$ cat config.mk
export PLATFORM = sky130hd
export DESIGN_NAME = alu_share_arbiter_flat
export DESIGN_NICKNAME = d
export VERILOG_FILES = /design/src/rtl/alu_arb_pkg.sv /design/src/rtl/alu_share_arbiter_if.sv /design/src/rtl/alu.sv /design/src/rtl/rr_arb2.sv /design/src/rtl/alu_share_arbiter.sv /design/src/flat_wrapper.sv
export SDC_FILE = /design/constraint.sdc
export NUM_CORES = 1
export LEC_CHECK = 0
export CAP_MARGIN = 0
export CORE_MARGIN = 10
export CORE_UTILIZATION = 50
export DETAILED_ROUTE_END_ITERATION = 12
export GPL_TIMING_DRIVEN = 1
export PLACE_DENSITY = 0.73
export SLEW_MARGIN = 20
export SYNTH_ARGS = -nofsm -noshare
export SYNTH_HDL_FRONTEND = slang
export SYNTH_SLANG_ARGS = --single-unit
$ cat constraint.sdc
create_clock -name clk -period 8.1 [get_ports clk]
set_clock_uncertainty 0.2 [all_clocks]
set_input_delay 1.62 -clock clk [delete_from_list [all_inputs] [get_ports clk]]
set_output_delay 1.62 -clock clk [all_outputs]
set_load 0.02 [all_outputs]
$ cat src/rtl/alu_arb_pkg.sv
// Shared ALU opcodes, FLAG bit positions and the per-opcode flag update mask.
// Pure definitions; no latency or flow control.
package alu_arb_pkg;

    localparam logic [2:0] ALU_ADD    = 3'b000;
    localparam logic [2:0] ALU_SUB    = 3'b001;
    localparam logic [2:0] ALU_XOR    = 3'b010;
    localparam logic [2:0] ALU_RED    = 3'b011;
    localparam logic [2:0] ALU_SLL    = 3'b100;
    localparam logic [2:0] ALU_SRA    = 3'b101;
    localparam logic [2:0] ALU_ROR    = 3'b110;
    localparam logic [2:0] ALU_PADDSB = 3'b111;

    localparam int FLAG_N = 2;
    localparam int FLAG_V = 1;
    localparam int FLAG_Z = 0;

    // Arithmetic ops own all three flags; logical/shift ops only refresh Z.
    function automatic logic [2:0] flag_mask(input logic [2:0] op);
        logic [2:0] m;
        case (op)
            ALU_ADD:    m = 3'b111;
            ALU_SUB:    m = 3'b111;
            ALU_XOR:    m = 3'b001;
            ALU_RED:    m = 3'b001;
            ALU_SLL:    m = 3'b001;
            ALU_SRA:    m = 3'b001;
            ALU_ROR:    m = 3'b001;
            ALU_PADDSB: m = 3'b111;
            default:    m = 3'b001;
        endcase
        return m;
    endfunction

endpackage

$ cat src/rtl/alu_share_arbiter_if.sv
// Request/response bundle between two ALU clients, a response consumer and the arbiter.
// master = client/consumer side, slave = arbiter side.
interface alu_share_arbiter_if #(
    parameter int DW = 16
);
    logic [1:0]    req_valid;
    logic [1:0]    req_ready;
    logic [2:0]    req0_op;
    logic [DW-1:0] req0_a;
    logic [DW-1:0] req0_b;
    logic [2:0]    req1_op;
    logic [DW-1:0] req1_a;
    logic [DW-1:0] req1_b;
    logic          rsp_valid;
    logic          rsp_ready;
    logic          rsp_id;
    logic [DW-1:0] rsp_result;

    modport master (
        output req_valid, req0_op, req0_a, req0_b, req1_op, req1_a, req1_b, rsp_ready,
        input  req_ready, rsp_valid, rsp_id, rsp_result
    );

    modport slave (
        input  req_valid, req0_op, req0_a, req0_b, req1_op, req1_a, req1_b, rsp_ready,
        output req_ready, rsp_valid, rsp_id, rsp_result
    );
endinterface

$ cat src/rtl/alu.sv
// Existing combinational 16-bit ALU; zero latency, no flow control.
// FLAG merges freshly computed {N,V,Z} into FLAG_in under the opcode's update mask.
module alu
    import alu_arb_pkg::*;
#(
    parameter int DW = 16
) (
    input  logic [DW-1:0] In1,
    input  logic [DW-1:0] In2,
    input  logic [2:0]    ALUOp,
    input  logic [2:0]    FLAG_in,
    output logic [2:0]    FLAG,
    output logic [DW-1:0] ALUOut
);
    localparam int SHW = $clog2(DW);
    localparam int NB  = DW / 8;
    localparam int NL  = DW / 4;

    logic [DW-1:0]  sum;
    logic [DW-1:0]  diff;
    logic [DW-1:0]  red_res;
    logic [DW-1:0]  padd_res;
    logic [DW-1:0]  sll_res;
    logic [DW-1:0]  sra_res;
    logic [DW-1:0]  ror_res;
    logic [SHW-1:0] sh;
    logic [NL-1:0]  padd_sat;
    logic           v_add;
    logic           v_sub;
    logic           ovf;
    logic [2:0]     fresh;
    logic [2:0]     mask;

    assign sh      = In2[SHW-1:0];
    assign sum     = In1 + In2;
    assign diff    = In1 - In2;
    assign v_add   = (In1[DW-1] == In2[DW-1]) && (sum[DW-1] != In1[DW-1]);
    assign v_sub   = (In1[DW-1] != In2[DW-1]) && (diff[DW-1] != In1[DW-1]);
    assign sll_res = In1 << sh;
    assign sra_res = $signed(In1) >>> sh;
    assign ror_res = DW'({In1, In1} >> sh);

    // Reduction: sum of all signed bytes of both operands, sign-extended.
    always_comb begin
        red_res = '0;
        for (int i = 0; i < NB; i++) begin
            red_res = red_res + {{(DW-8){In1[8*i+7]}}, In1[8*i +: 8]}
                              + {{(DW-8){In2[8*i+7]}}, In2[8*i +: 8]};
        end
    end

    // Nibble-wise signed saturating add.
    for (genvar i = 0; i < NL; i++) begin : g_lane
        logic [4:0] s;
        assign s                  = {In1[4*i+3], In1[4*i +: 4]} + {In2[4*i+3], In2[4*i +: 4]};
        assign padd_sat[i]        = s[4] ^ s[3];
        assign padd_res[4*i +: 4] = padd_sat[i] ? (s[4] ? 4'h8 : 4'h7) : s[3:0];
    end

    always_comb begin
        ALUOut = '0;
        ovf    = 1'b0;
        case (ALUOp)
            ALU_ADD:    begin ALUOut = sum;  ovf = v_add; end
            ALU_SUB:    begin ALUOut = diff; ovf = v_sub; end
            ALU_XOR:    ALUOut = In1 ^ In2;
            ALU_RED:    ALUOut = red_res;
            ALU_SLL:    ALUOut = sll_res;
            ALU_SRA:    ALUOut = sra_res;
            ALU_ROR:    ALUOut = ror_res;
            ALU_PADDSB: begin ALUOut = padd_res; ovf = |padd_sat; end
            default:    ALUOut = '0;
        endcase
    end

    assign fresh = {ALUOut[DW-1], ovf, ~|ALUOut};
    assign mask  = flag_mask(ALUOp);
    assign FLAG  = (mask & fresh) | (~mask & FLAG_in);

endmodule

$ cat src/rtl/rr_arb2.sv
// Two-way round-robin grant; combinational grant, rr_last advances only on a transfer.
// en=0 (downstream full or reset) withholds every grant.
module rr_arb2 (
    input  logic       clk,
    input  logic       rst,
    input  logic [1:0] req,
    input  logic       en,
    output logic [1:0] gnt,
    output logic       gnt_id,
    output logic       xfer
);
    logic rr_last;

    always_comb begin
        gnt_id = 1'b0;
        case (req)
            2'b10:   gnt_id = 1'b1;
            2'b11:   gnt_id = ~rr_last;
            default: gnt_id = 1'b0;
        endcase
        xfer = en && (req != 2'b00);
        gnt  = 2'b00;
        if (xfer) begin
            gnt = gnt_id ? 2'b10 : 2'b01;
        end
    end

    // Reset to 1 so port 0 wins the first contested cycle.
    always_ff @(posedge clk) begin
        if (rst) begin
            rr_last <= 1'b1;
        end else if (xfer) begin
            rr_last <= gnt_id;
        end
    end

endmodule

$ cat src/rtl/alu_share_arbiter.sv
// Shares one ALU between two ports (round-robin), owns FLAG {N,V,Z}; result 1 cycle after accept.
// Held unaccepted response drops both req_ready; ALU_ARB_STATS_EN adds saturating grant counters.
module alu_share_arbiter
    import alu_arb_pkg::*;
#(
    parameter int DW = 16
`ifdef ALU_ARB_STATS_EN
    ,
    parameter int CNT_W = 16
`endif
) (
    input  logic                 clk,
    input  logic                 rst,
    alu_share_arbiter_if.slave   bus,
    output logic [2:0]           flag_q
`ifdef ALU_ARB_STATS_EN
    ,
    output logic [CNT_W-1:0]     grant_cnt0,
    output logic [CNT_W-1:0]     grant_cnt1
`endif
);
    logic          can_issue;
    logic [1:0]    gnt;
    logic          gnt_id;
    logic          xfer;
    logic [2:0]    iss_op;
    logic [DW-1:0] iss_a;
    logic [DW-1:0] iss_b;
    logic [DW-1:0] alu_out;
    logic [2:0]    alu_flag;
    logic          rsp_valid_q;
    logic          rsp_id_q;
    logic [DW-1:0] rsp_result_q;

    assign can_issue = !rsp_valid_q || bus.rsp_ready;

    rr_arb2 u_rr (
        .clk    (clk),
        .rst    (rst),
        .req    (bus.req_valid),
        .en     (can_issue && !rst),
        .gnt    (gnt),
        .gnt_id (gnt_id),
        .xfer   (xfer)
    );

    assign bus.req_ready = gnt;

    assign iss_op = gnt_id ? bus.req1_op : bus.req0_op;
    assign iss_a  = gnt_id ? bus.req1_a  : bus.req0_a;
    assign iss_b  = gnt_id ? bus.req1_b  : bus.req0_b;

    // Flags are serialised through flag_q so back-to-back ops chain correctly.
    alu #(.DW(DW)) u_alu (
        .In1     (iss_a),
        .In2     (iss_b),
        .ALUOp   (iss_op),
        .FLAG_in (flag_q),
        .FLAG    (alu_flag),
        .ALUOut  (alu_out)
    );

    // A new transfer overwrites the buffer even while it is being drained.
    always_ff @(posedge clk) begin
        if (rst) begin
            rsp_valid_q  <= 1'b0;
            rsp_id_q     <= 1'b0;
            rsp_result_q <= '0;
            flag_q       <= 3'b000;
        end else if (xfer) begin
            rsp_valid_q  <= 1'b1;
            rsp_id_q     <= gnt_id;
            rsp_result_q <= alu_out;
            flag_q       <= alu_flag;
        end else if (rsp_valid_q && bus.rsp_ready) begin
            rsp_valid_q  <= 1'b0;
        end
    end

    assign bus.rsp_valid  = rsp_valid_q;
    assign bus.rsp_id     = rsp_id_q;
    assign bus.rsp_result = rsp_result_q;

`ifdef ALU_ARB_STATS_EN
    always_ff @(posedge clk) begin
        if (rst) begin
            grant_cnt0 <= '0;
            grant_cnt1 <= '0;
        end else if (xfer) begin
            if (!gnt_id && (grant_cnt0 != '1)) grant_cnt0 <= grant_cnt0 + CNT_W'(1);
            if ( gnt_id && (grant_cnt1 != '1)) grant_cnt1 <= grant_cnt1 + CNT_W'(1);
        end
    end
`endif

endmodule

$ cat src/flat_wrapper.sv
// flat-port wrapper written by rule: the top's interface ports become plain ports
module alu_share_arbiter_flat import alu_arb_pkg::*;
#(
    parameter int DW = 16

)
  (clk, rst, flag_q, bus_req_valid, bus_req0_op, bus_req0_a, bus_req0_b, bus_req1_op, bus_req1_a, bus_req1_b, bus_rsp_ready, bus_req_ready, bus_rsp_valid, bus_rsp_id, bus_rsp_result);
  alu_share_arbiter_if #(.DW(DW)) bus_i ();
  input  logic clk;
  input  logic rst;
  output logic [2:0] flag_q;
  input wire logic [$bits(bus_i.req_valid)-1:0] bus_req_valid;
  input wire logic [$bits(bus_i.req0_op)-1:0] bus_req0_op;
  input wire logic [$bits(bus_i.req0_a)-1:0] bus_req0_a;
  input wire logic [$bits(bus_i.req0_b)-1:0] bus_req0_b;
  input wire logic [$bits(bus_i.req1_op)-1:0] bus_req1_op;
  input wire logic [$bits(bus_i.req1_a)-1:0] bus_req1_a;
  input wire logic [$bits(bus_i.req1_b)-1:0] bus_req1_b;
  input wire logic [$bits(bus_i.rsp_ready)-1:0] bus_rsp_ready;
  output wire logic [$bits(bus_i.req_ready)-1:0] bus_req_ready;
  output wire logic [$bits(bus_i.rsp_valid)-1:0] bus_rsp_valid;
  output wire logic [$bits(bus_i.rsp_id)-1:0] bus_rsp_id;
  output wire logic [$bits(bus_i.rsp_result)-1:0] bus_rsp_result;
  assign bus_i.req_valid = bus_req_valid;
  assign bus_i.req0_op = bus_req0_op;
  assign bus_i.req0_a = bus_req0_a;
  assign bus_i.req0_b = bus_req0_b;
  assign bus_i.req1_op = bus_req1_op;
  assign bus_i.req1_a = bus_req1_a;
  assign bus_i.req1_b = bus_req1_b;
  assign bus_i.rsp_ready = bus_rsp_ready;
  assign bus_req_ready = bus_i.req_ready;
  assign bus_rsp_valid = bus_i.rsp_valid;
  assign bus_rsp_id = bus_i.rsp_id;
  assign bus_rsp_result = bus_i.rsp_result;
  alu_share_arbiter #(.DW(DW)) u_core (.clk(clk), .rst(rst), .bus(bus_i), .flag_q(flag_q));
endmodule
After elaboration in Yosys (flattened, before gate mapping)
Memories as Yosys holds them, arrays and structs flattened.
Index checks and enable logic that the tools add are counted.
- register bits after elaboration: 22
- bits in latches: 0
- memory bits (writable): 0
- ROM bits: 16
- input bits: 75
- output and inout port bits: 23
- memories kept: 1
- memory list (name ; depth ; width ; read ports ; clocked after memory_dff ; wr ports ; line ; text):
    (no name shown) ; 8 ; 2 ; 1 ; 0 ; 0 ; alu_arb_pkg.sv:21 ; case (op)
- $add $sub $neg: 9
- multiply operators: 0
- div/mod/pow operators: 0
- $lt $le $gt $ge: 0
- equality and inequality tests: 13
- shift operators: 3
- mux-type cells: 18
- bitwise operators: 10
- reduce and logical (&&, ||, !) cells: 14
- operator list (cell ; number):
    $pmux 16 s8 ; 1
    $mux 16 ; 2
    $mux 4 ; 8
    $shr 32x4->16 ; 1
    $add 4x4->5 ; 4
    $add 16x16->16 ; 1
    $reduce_or 16->1 ; 1
    $shl 16x4->16 ; 1
    $sshr 16x4->16 ; 1
    $sub 16x16->16 ; 1
    $xor 16x16->16 ; 1
    $eq 3x3->1 const B ; 4
    $add 10x8->11 ; 1
    $add 9x8->10 ; 1
    $add 8x8->9 ; 1
    $and 3x3->3 ; 2
    $eq 3x2->1 const B ; 2
    $logic_and 1x1->1 ; 5
    $eq 2x2->1 const B ; 2
    $mux 2 ; 2
    $reduce_bool 2->1 ; 2
    $reduce_or 4->1 ; 1
    $xor 1x1->1 ; 4
    $eq 3x1->1 const B ; 1
    12 further kinds ; 17

Depth between registers and ports, before layout
- depth in word-level cells: 11
- mapped depth: 24

Hierarchy
Synthesis repeated with hierarchy kept, for this count alone.
- cell total of the unflattened synthesis: 887
- area, all modules: 7120.6 sq um
- by module, submodules not included (module ; times used ; cells each ; area an instance (sq um) ; sequential area each (sq um)):
    alu ; 1 ; 769 ; 5721.7 ; 0.0
    alu_share_arbiter ; 1 ; 109 ; 1326.3 ; 420.4
    rr_arb2 ; 1 ; 9 ; 72.6 ; 20.0

Worst setup path after synthesis
Ideal clock, no wire load.
- kind: input-to-reg
- start point: input bus_req_valid[1]
- end point: register u_core.flag_q[0]
- data arrival time: 6.863 ns
- data required time: 7.831 ns
- slack: 0.969 ns
- cell stages on the path: 22
- cell sequence: a21bo_1 > buf_6 > buf_2 > buf_2 > buf_2 > buf_1 > clkbuf_1 > mux2i_1 > fa_1 > inv_1 > fa_1 > ha_1 > a21o_1 > a41oi_1 > and3_1 > o2111ai_1 > and2_1 > o31ai_1 > or4_4 > nor4b_2 > nand4_1 > o21ai_1
- cells in the longest elaborated chain, start to end: 11
- elaborated cells on any way between the ends: 46
- classes of those cells: add/sub (9); eq/ne (9); shift (3); mux (13); bitwise (7); reduce/logical (5)
- ends and longest elaborated chain (item ; line ; text):
    start: declaration ; flat_wrapper.sv:12 ; input wire logic [$bits(bus_i.req_valid)-1:0] bus_req_valid;
    $eq 2x2->1 ; rr_arb2.sv:16 ; case (req)
    $pmux 1 s2 ; rr_arb2.sv:16 ;
    $mux 16, on equally long branches ; alu_share_arbiter.sv:50, alu_share_arbiter.sv:51 ;
    $add 8x8->9 / $add 4x4->5 (equally long branches) ; alu.sv:48, alu.sv:55 ;
    $add 9x8->10, or another cell as far along ; alu.sv:47 ; red_res = red_res + {{(DW-8){In1[8*i+7]}}, In1[8*i +: 8]}
    $add 10x8->11 / $mux 4 (equally long branches) ; alu.sv:48, alu.sv:57 ;
    $pmux 16 s8 ; alu.sv:63 ; case (ALUOp)
    $reduce_or 16->1 ; alu.sv:76 ; assign fresh = {ALUOut[DW-1], ovf, ~|ALUOut};
    $logic_not 1->1 ; alu.sv:76 ;
    $and 3x3->3 ; alu.sv:78 ; assign FLAG = (mask & fresh) | (~mask & FLAG_in);
    $or 3x3->3 ; alu.sv:78 ;
    end signal: assignment ; alu_share_arbiter.sv:74 ; flag_q <= alu_flag;
    end: declaration ; alu_share_arbiter.sv:15 ; output logic [2:0] flag_q
Parallel ways exist; a longest one is shown, timed or not.
A chain may end at the register's enable or synchronous reset.

Worst setup path after layout
- start point: input bus_req_valid[0]
- end point: register u_core.flag_q[0]
Same word-level chain as after synthesis.

==> qor.yml <==
status:
  status: "completed"
sta:
  rsz0062_at_grt: "no"
  report.final.hold_viol_count: 0
  relSlewSlack: 0.273
  slew_viol_final: 0
  post-route-period-util: 0.880
  worst_slack_ns: 0.976
  tightest_slew_ns: 1.06
  fmax_ghz: 0.140
  finalSetupViolCount: 0
  setup_tns_ns: 0
  period_minus_slack_ns: 7.12
critical_path:
  critical_path_class: "in -> reg"
  arrival_ns: 7.11
  required_ns: 8.09
  cpPeakStageDelay_ns: 0.76
  cp-start-kind: "input port"
  crit_top_cell: "fa_1"
  worstPathMaxFanout: 31
  slowest_stage: "a21bo_2"
  worst_setup_path_end_kind: "register"
  cp_cell_sequence: "clkdlybuf4s50_1, a21bo_2, mux2i_1, fa_1, inv_1, fa_1, ha_1, a41oi_1, and3_1, o2111ai_1, and2_1, o31ai_1, or4_4, nor4b_2, nand4_1, o21ai_1"
clock_network:
  post_cts_buffers: 0
  cts_hold_buf: 0
  ctsResizeCount: 0
  cts_buffer_depth: 2
  cts-root-buf: "clkbuf_16"
  path_clk_slew_ns: 0.06
  cts_sinks: 22
  numCtsBuffers: 3
  cts_tree: "done"
  clkLatencyLatePin_ns: 0.25
  htree_levels: 1
drt:
  initialDrtViolationCount: 1228
  num_vias: 8902
  dr.pass1.iters: 5
  via_per_inst: 6.94
  routed_wl_um: 32200
  antenna_left: 0
  wire_per_inst_um: 25.1
  drc: 0
logic_synthesis:
  ys_seq_area_frac: 0.0572
  postSynthAreaPerCell_um2: 7.35
  synth-async-reset-ratio: 0
  synth_edf_count: 0
  ys_seq_elements: 22
  synth_fp_nets: 1188
  yosys-top-cells-area: "mux2i_1, ha_1, dfxtp_1"
  yosys.area.top_type_share: 0.182
  syn_area_um2: 7710
  synth_cells: 1049
  yosysTopAreaCell: "mux2i_1"
  synth_warnings: 0
  yosys_most_used_dff: "dfxtp_1"
  synth_cell_type_count: 82
global_routing:
  antenna_found_initial: 1
  grt_pass1_vias: 8167
  grt_use_total: 0.301
  grt_pass1_wl_um: 49200
  grt_overflow: 0
  grt_max_degree: 36
die:
  die_height_um: 144
  rows: 45
  die_area_um2: 20800
  start_util: 0.509
  die_x_um: 144
  io_pins: 98
  coreArea_um2: 15100
run:
  cap_viol_max_count: 0
final_layout:
  nets: 1235
  num-fill-cells: 1485
  ff_latch_area_um2: 440
  n_antenna_cell: 0
  layout-drive-gt1-share: 0.0658
  area_growth_pct: 14.2
  multi_input_area_um2: 6700
place:
  dp_hpwl_um: 25500
  io_buffers: 97
  gp_congestion: 1.04
  pre_cts_ws_ns: 0.741
power:
  power_density_nw_per_um2: 156
  vdd_drop_max_uv: 97.3
  p_leak_uw: 0.00379
worst_hold_path:
  hp-class: "reg -> reg"
-- worst paths after layout --
path	from	end	slack, ns	depth (start not counted)
setup / recovery	bus_req_valid[0]	u_core.flag_q[0]	0.98	16
hold / removal	register	register	0.27	2
setup reg to reg	u_core.u_rr.rr_last	u_core.flag_q[0]	2.53	15
hold reg to reg	register	register	0.27	2
-- worst max-delay path: cells and delay by family --
kind / cells / cell delay (ns)
buf+inv: 2 / 0.67
simple gates: 5 / 1.45
fa+ha+maj: 3 / 1.30
mux: 1 / 0.59
compound gates: 5 / 1.46
-- cells by family (layout without fill, tap and decap cells) --
family / count (synthesis) / after routing / synth area share
AOI/OAI and AO/OA: 294 / 294 / 0.267
xor gates and xnor gates: 24 / 24 / 0.0273
adders and majority gates: 65 / 65 / 0.124
buffers and inverters: 134 / 180 / 0.0740
DFF: 22 / 22 / 0.0572
muxes: 170 / 170 / 0.230
and+or+nand+nor: 340 / 340 / 0.221
-- final cells by class --
type,count,share of cell area
clock buffers,4,0.0101
inverters,59,0.0255
multi-input cells,893,0.761
flip-flops and latches,22,0.0501
well taps,188,0.0267
repair buffers,117,0.126
-- through the flow --
step	total power, uW	utilization	instances	cell area, um^2	hold WS [ns]
finish	1370	0.581	1283	8800	0.273
global route	1450	0.581	1283	8800	0.304
CTS	1330	0.581	1283	8800	0.280
detailed placement	1210	0.575	1279	8710	0.266
global placement	1210	0.575	1279	8710	0.260
floorplan	876	-	1049	7710	0.321
-- cells in the mapped netlist, types with 5 or more instances --
library cell	count
mux2i_1	140
nand2_1	114
nor2_1	63
inv_1	57
a21oi_1	55
o21ai_0	51
clkbuf_1	45
ha_1	45
a211oi_1	25
mux2_2	23
dfxtp_1	22
nand2b_1	21
nor3_1	21
buf_2	19
fa_1	19
nand3_1	18
nor2b_1	17
nand3b_1	16
xnor2_1	16
o211ai_1	15
or3_1	14
a31oi_1	13
o221ai_1	13
a21o_1	12
and3_1	11
o32ai_1	11
nor3b_1	9
o31ai_1	9
a221oi_1	8
o21bai_1	8
xor2_1	8
a2111oi_0	7
and2_1	7
nand4_1	6
o2111ai_1	6
o22ai_1	6
a22oi_1	5
a311oi_1	5
buf_1	5
mux2_4	5
nor4_1	5
or2_2	5
-- power by group --
part	internal, uW	switching, uW	total, uW
combinational	437	679	1120
clock	75.4	39.5	115
sequential	127	10.5	138
-- routing by layer --
layer,track usage,part of all wire,vias to the layer above
met5,0,0.00040,-
met4,0.0979,0.041,2
met3,0.0597,0.11,103
met2,0.473,0.43,623
met1,0.404,0.41,4164
li1,-,-,4010
-- registers in the layout, indices dropped and copies added (netlist names), named ones only --
register               cells
u_core.bus.rsp_valid       1
u_core.bus.rsp_id          1
u_core.bus.rsp_result     16
u_core.u_rr.rr_last        1
u_core.flag_q              1
-- cell usage in the layout, fill, tap and decap left out, types with 22 or more instances in the layout --
cell and n:
a211oi_1 25, a21oi_1 55, clkdlybuf4s50_1 95, dfxtp_1 22, ha_1 45, inv_1 57
mux2_2 23, mux2i_1 139, nand2_1 114, nor2_1 63, o21ai_0 51
No activity file was read; power rests on OpenSTA's default activity.
==> variant 1, RTL diff (config.mk and constraints unchanged) <==
Register the output `flag_q` once more; this adds one clock of latency there. The other outputs are not delayed to match.
--- a/src/rtl/alu_share_arbiter.sv
+++ b/src/rtl/alu_share_arbiter.sv
@@ -19,6 +19,8 @@
     output logic [CNT_W-1:0]     grant_cnt1
 `endif
 );
+
+    logic [2:0] flag_q_s0;
     logic          can_issue;
     logic [1:0]    gnt;
     logic          gnt_id;
@@ -55,7 +57,7 @@
         .In1     (iss_a),
         .In2     (iss_b),
         .ALUOp   (iss_op),
-        .FLAG_in (flag_q),
+        .FLAG_in (flag_q_s0),
         .FLAG    (alu_flag),
         .ALUOut  (alu_out)
     );
@@ -66,12 +68,12 @@
             rsp_valid_q  <= 1'b0;
             rsp_id_q     <= 1'b0;
             rsp_result_q <= '0;
-            flag_q       <= 3'b000;
+            flag_q_s0    <= 3'b000;
         end else if (xfer) begin
             rsp_valid_q  <= 1'b1;
             rsp_id_q     <= gnt_id;
             rsp_result_q <= alu_out;
-            flag_q       <= alu_flag;
+            flag_q_s0    <= alu_flag;
         end else if (rsp_valid_q && bus.rsp_ready) begin
             rsp_valid_q  <= 1'b0;
         end
@@ -93,5 +95,9 @@
     end
 `endif
 
+    always_ff @(posedge clk) begin
+        flag_q <= flag_q_s0;
+    end
+
 endmodule
 
Behaviour: not the same (a bounded check fails within 4 cycles, from zero or initial values and one cycle with rst high).
==> variant 1 against the original RTL <==
- synthesized area down 0.58%
- power up 1.7%
- worst setup slack got worse by 0.20 ns
- first-iteration DRC count is 6.4% lower
- critical path depth grew 2
- routed wire length shrank 2.0%
- cell area increased by 0.54%
- sequential cell count rose by 3
- critical path type unchanged
- largest cell class unchanged
==> variant 1: results (changes against the original RTL) <==
MIN_DELAY_PATH_DEPTH=0  # was 2
WORST_R2R_PATH_CELLS=17  # was 15
HOLD_CLASS='register to register'  # unchanged
FINALNETCOUNT=1248  # was 1,235
CRIT_SLOWEST_CELL='a21boi_4'  # was a21bo_2
POST_SYNTH_MAIN_AREA_CONTRIBUTORS='mux2i_1 (19%), ha_1 (7.3%), dfxtp_1 (6.5%), nand2_1 (6.0%), fa_1 (5.0%)'  # was mux2i_1 (18%), ha_1 (7.3%), dfxtp_1 (5.7%), nand2_1 (5.6%), fa_1 (4.9%)
LAYOUT-DRIVE-GT1-SHARE_PCT=7.13  # was 6.58%
POWER.LEAKAGE_nW=3.90  # was 3.79 nW
SYNTH_TOP_CELLS_BY_COUNT='mux2i_1 (143), nand2_1 (123), nor2_1 (87)'  # was mux2i_1 (140), nand2_1 (114), nor2_1 (63)
FINALHOLDWORSTSLACK_NS=0.156  # was 0.273 ns
IO_BUFFERS=97  # unchanged
POST-ROUTE-WORST-SETUP-SLACK_NS=0.780  # was 0.976 ns
DR_TOTAL_VIAS=8667  # was 8,902
DRT_WL_TOTAL_UM=31600  # was 32,200 um
CRITICAL_PATH_AT_NS=7.30  # was 7.11 ns
WL_PER_CELL_UM=24.4  # was 25.1 um
RUN_STATUS='complete, no violations'  # unchanged
MAPPEDNETLISTNETS=1190  # was 1,188
POST_DP_CELL_AREA_MM2=0.00876  # was 0.00871 mm^2
PLACE.GP.CONGESTION=1.06  # was 1.04
R2R-END='u_core.flag_q_s0[0]'  # was u_core.flag_q[0]
HPWL_UM=25500  # about the same
INITIAL_ANTENNA_VIOLATION_COUNT=0  # was 1
GRT_USE_TOTAL_PCT=29.7  # was 30.1%
LARGEST_NET_DEGREE_AT_THE_START_OF_GLOBAL_ROUTING=37  # was 36
CRIT_FANOUT=24  # was 31
ACTUAL_TRANSITION_AT_THE_WORST_MAX_TRANSITION_PIN_NS=0.940  # was 1.06 ns
PLACEDCELLCOUNT=1292  # was 1,279
ASYNC_SR_FLOP_FRACTION_PCT=0  # unchanged
SYNTHESIS.AREA_PER_INSTANCE_UM2=7.29  # was 7.35 um^2
SHARE_OF_SYNTHESIZED_AREA_OCCUPIED_BY_FLIP_FLOPS_AND_LATCHES_PCT=6.53  # was 5.72%
FIRST_GLOBAL_VIAS=8152  # was 8,167
SETUP.REG_TO_REG.WORST_SLACK_NS=2.34  # was 2.53 ns
CPPEAKSTAGEDELAY_NS=0.78  # was 0.76 ns
DETAILED_ROUTER_ITERATION_COUNT_BEFORE_ANTENNA_REPAIR=6  # was 5
DETAILEDPLACE.WORSTSLACK_NS=0.608  # was 0.741 ns
FIRST_PASS_GRT_WIRE_LENGTH_UM=48100  # was 49,200 um
-- variant 1: changes by cell type after synthesis, moves of 7 or more --
cell / unedited run / this run
nor3_1: 21 / 29
o32ai_1: 11 / 3
and2_1: 7 / 15
nor2_1: 63 / 87
o221ai_1: 13 / 6
nor2b_1: 17 / 10
and3_1: 11 / 4
nand2_1: 114 / 123
a211oi_1: 25 / 15
a32oi_1: 2 / 9
-- variant 1: layout make-up --
cell class	count	area (um^2)
inverters	58	218
clock inverters	1	8.76
repair buffers	124	1180
fillers	1460	6240
multi-input cells	897	6630
well taps	188	235
flip-flops and latches	25	500
clock buffers	3	75.1
-- variant 1: power breakdown --
group          switching [W]  internal, W
Sequential         0.0000112     0.000143
Clock              0.0000458    0.0000682
Combinational       0.000678     0.000446
-- variant 1: logic make-up (layout without fill, tap and decap cells) --
kind of cell	after synthesis	after routing	share of synthesized area, %
simple gates	371	371	23.5
mux	175	175	23.9
flops	25	25	6.53
fa+ha+maj	64	64	12.3
xor+xnor	26	26	2.97
compound gates	261	261	23.7
buf+inv	129	186	7.04
-- variant 1: worst max-delay path by stage --
stage	depth (start not counted)	from	endpoint	slack (ns)
floorplan	23	bus_req_valid[1]	register	1.15
global placement	18	bus_req_valid[1]	u_core.flag_q_s0[0]	0.77
detailed placement	18	bus_req_valid[1]	u_core.flag_q_s0[0]	0.61
CTS	18	bus_req_valid[1]	u_core.flag_q_s0[0]	0.87
global route	18	bus_req_valid[1]	u_core.flag_q_s0[0]	0.51
finish	18	bus_req_valid[1]	u_core.flag_q_s0[0]	0.78
-- variant 1: routing by layer --
layer  share of wire [%]  track usage (%)
met4                 4.1             10.9
met3                 9.2             5.51
met1                  41             38.2
met2                  46             48.3
met5                   0                0
==> variant 2, RTL diff (same flow settings) <==
Without the edit above. `DW` is set to 16 in 4 places; all go to 8.
--- a/src/rtl/alu_share_arbiter_if.sv
+++ b/src/rtl/alu_share_arbiter_if.sv
@@ -1,7 +1,7 @@
 // Request/response bundle between two ALU clients, a response consumer and the arbiter.
 // master = client/consumer side, slave = arbiter side.
 interface alu_share_arbiter_if #(
-    parameter int DW = 16
+    parameter int DW = 8
 );
     logic [1:0]    req_valid;
     logic [1:0]    req_ready;
--- a/src/rtl/alu.sv
+++ b/src/rtl/alu.sv
@@ -3,7 +3,7 @@
 module alu
     import alu_arb_pkg::*;
 #(
-    parameter int DW = 16
+    parameter int DW = 8
 ) (
     input  logic [DW-1:0] In1,
     input  logic [DW-1:0] In2,
--- a/src/rtl/alu_share_arbiter.sv
+++ b/src/rtl/alu_share_arbiter.sv
@@ -3,7 +3,7 @@
 module alu_share_arbiter
     import alu_arb_pkg::*;
 #(
-    parameter int DW = 16
+    parameter int DW = 8
 `ifdef ALU_ARB_STATS_EN
     ,
     parameter int CNT_W = 16
--- a/src/flat_wrapper.sv
+++ b/src/flat_wrapper.sv
@@ -1,7 +1,7 @@
 // flat-port wrapper written by rule: the top's interface ports become plain ports
 module alu_share_arbiter_flat import alu_arb_pkg::*;
 #(
-    parameter int DW = 16
+    parameter int DW = 8
 
 )
   (clk, rst, flag_q, bus_req_valid, bus_req0_op, bus_req0_a, bus_req0_b, bus_req1_op, bus_req1_a, bus_req1_b, bus_rsp_ready, bus_req_ready, bus_rsp_valid, bus_rsp_id, bus_rsp_result);
Interface: changed (5 resized); port bits go from 98 to 58. No check against the original RTL was run, so the function may have changed too.
==> variant 2 against the original RTL <==
- synthesized area fell by 61%
- die area fell by 54%
- routed wire length fell by 68%
- power fell by 67%
- sequential cell count fell by 8
- cell area fell by 59%
- largest power group unchanged
- worst setup slack improved by 0.96 ns
- sequential power fell by 40%
==> variant 2: results (changes against the original RTL) <==
RUN_STATUS='complete, no violations'  # unchanged
SYNTHESIS.AREA_PER_INSTANCE_UM2=7.12  # was 7.35 um^2
SYNTH-XOR-AREA-SHARE_PCT=2.63  # was 2.73%
WL_PER_CELL_UM=19.6  # was 25.1 um
GRT_USE_TOTAL_PCT=20.7  # was 30.1%
LAYOUT-DRIVE-GT1-SHARE_PCT=7.21  # was 6.58%
POST_SYNTHESIS_COMPOUND_GATE_AREA_FRACTION_PCT=23.9  # was 26.7%
FINALHOLDWORSTSLACK_NS=0.275  # was 0.273 ns
YOSYS.AREA_SHARE.ADDER_PCT=9.51  # was 12.4%
FIRST_PASS_GRT_WIRE_LENGTH_UM=16900  # was 49,200 um
LARGEST_NET_DEGREE_AT_THE_START_OF_GLOBAL_ROUTING=48  # was 36
COMB.MULTI_INPUT.COUNT=358  # was 893
POWER.LEAKAGE_nW=1.57  # was 3.79 nW
DETAILEDPLACE.WORSTSLACK_NS=1.76  # was 0.741 ns
FINAL.FILL_COUNT=594  # was 1,485
POST_SYNTH_MAIN_AREA_CONTRIBUTORS='mux2i_1 (16%), dfxtp_1 (9.3%), nand2_1 (7.9%), ha_1 (7.5%), mux2_2 (4.5%)'  # was mux2i_1 (18%), ha_1 (7.3%), dfxtp_1 (5.7%), nand2_1 (5.6%), fa_1 (4.9%)
SYNTHTOLAYOUTAREAGROWTH_PCT=20.3  # was 14.2%
SETUP.REG_TO_REG.WORST_SLACK_NS=3.52  # was 2.53 ns
SHARE_OF_SYNTHESIZED_AREA_OCCUPIED_BY_FLIP_FLOPS_AND_LATCHES_PCT=9.35  # was 5.72%
FINAL_CYCLE_UTILIZATION_OF_THE_CRITICAL_PATH_PCT=76.2  # was 88.0%
WORST_R2R_PATH_CELLS=19  # was 15
CPPEAKSTAGEDELAY_NS=0.52  # was 0.76 ns
ROOT_BUFFER='clkbuf_8'  # was clkbuf_16
CRIT_SLOWEST_CELL='clkdlybuf4s50_1'  # was a21bo_2
DETAILEDROUTE.FIRSTITERATIONVIOLATIONS=403  # was 1,228
LAYOUT.AREA.SEQ_UM2=280  # was 440 um^2
MULTIPLEXER_FRACTION_OF_THE_SYNTHESIZED_CELL_AREA_PCT=21.7  # was 23.0%
CRIT_FANOUT=16  # was 31
BUFFERS_EXCL_CLOCK=61  # was 117
POWER_DENS_CELLS_mW_PER_MM2=126  # was 156 mW/mm^2
POST_DP_CELL_AREA_MM2=0.00357  # was 0.00871 mm^2
SYNTH-SEQ-CELLS=14  # was 22
FINALNETCOUNT=524  # was 1,235
SEQ_CELL_POWER_W=0.0000833  # was 0.000138 W
FIRST_GLOBAL_VIAS=3161  # was 8,167
YOSYS.CELL_TYPES.COUNT=65  # was 82
FRACTION_OF_AREA_IN_NON_CLOCK_BUFFERS_PCT=16.6  # was 12.6%
P_SWITCHING_W=0.000210  # was 0.000729 W
SYNTH_TOP_CELLS_BY_COUNT='nand2_1 (63), mux2i_1 (48), nor2_1 (31)'  # was mux2i_1 (140), nand2_1 (114), nor2_1 (63)
INITIAL_ANTENNA_VIOLATION_COUNT=0  # was 1
## variant 2: cell count changes after synthesis, sizes merged, moves of 29 or more
cell,before,now
a21oi,56,25
nor2,63,31
inv,59,22
nand2,114,64
clkbuf,45,12
mux2i,142,50
o21ai,52,23
## variant 2: worst max path at each step
| stage | end | start | cells past startpoint |
|---|---|---|---|
| after detailed placement | u_core.flag_q[0] | bus_req_valid[1] | 18 |
| after global routing | u_core.flag_q[0] | bus_req_valid[1] | 20 |
| after CTS | u_core.flag_q[0] | bus_req_valid[1] | 18 |
| final | u_core.flag_q[0] | bus_req_valid[1] | 20 |
| after global placement | u_core.flag_q[0] | bus_req_valid[1] | 18 |
| after floorplan | u_core.flag_q[0] | bus_req_valid[1] | 22 |
## variant 2: layer usage
layer  wire, um  GRT usage, %  up-vias
met1       4950          29.2     1611
met3        643          2.42       12
li1           -             -     1607
met4        159          4.70        0
met2       4690          32.2      143
met5          0             0        -
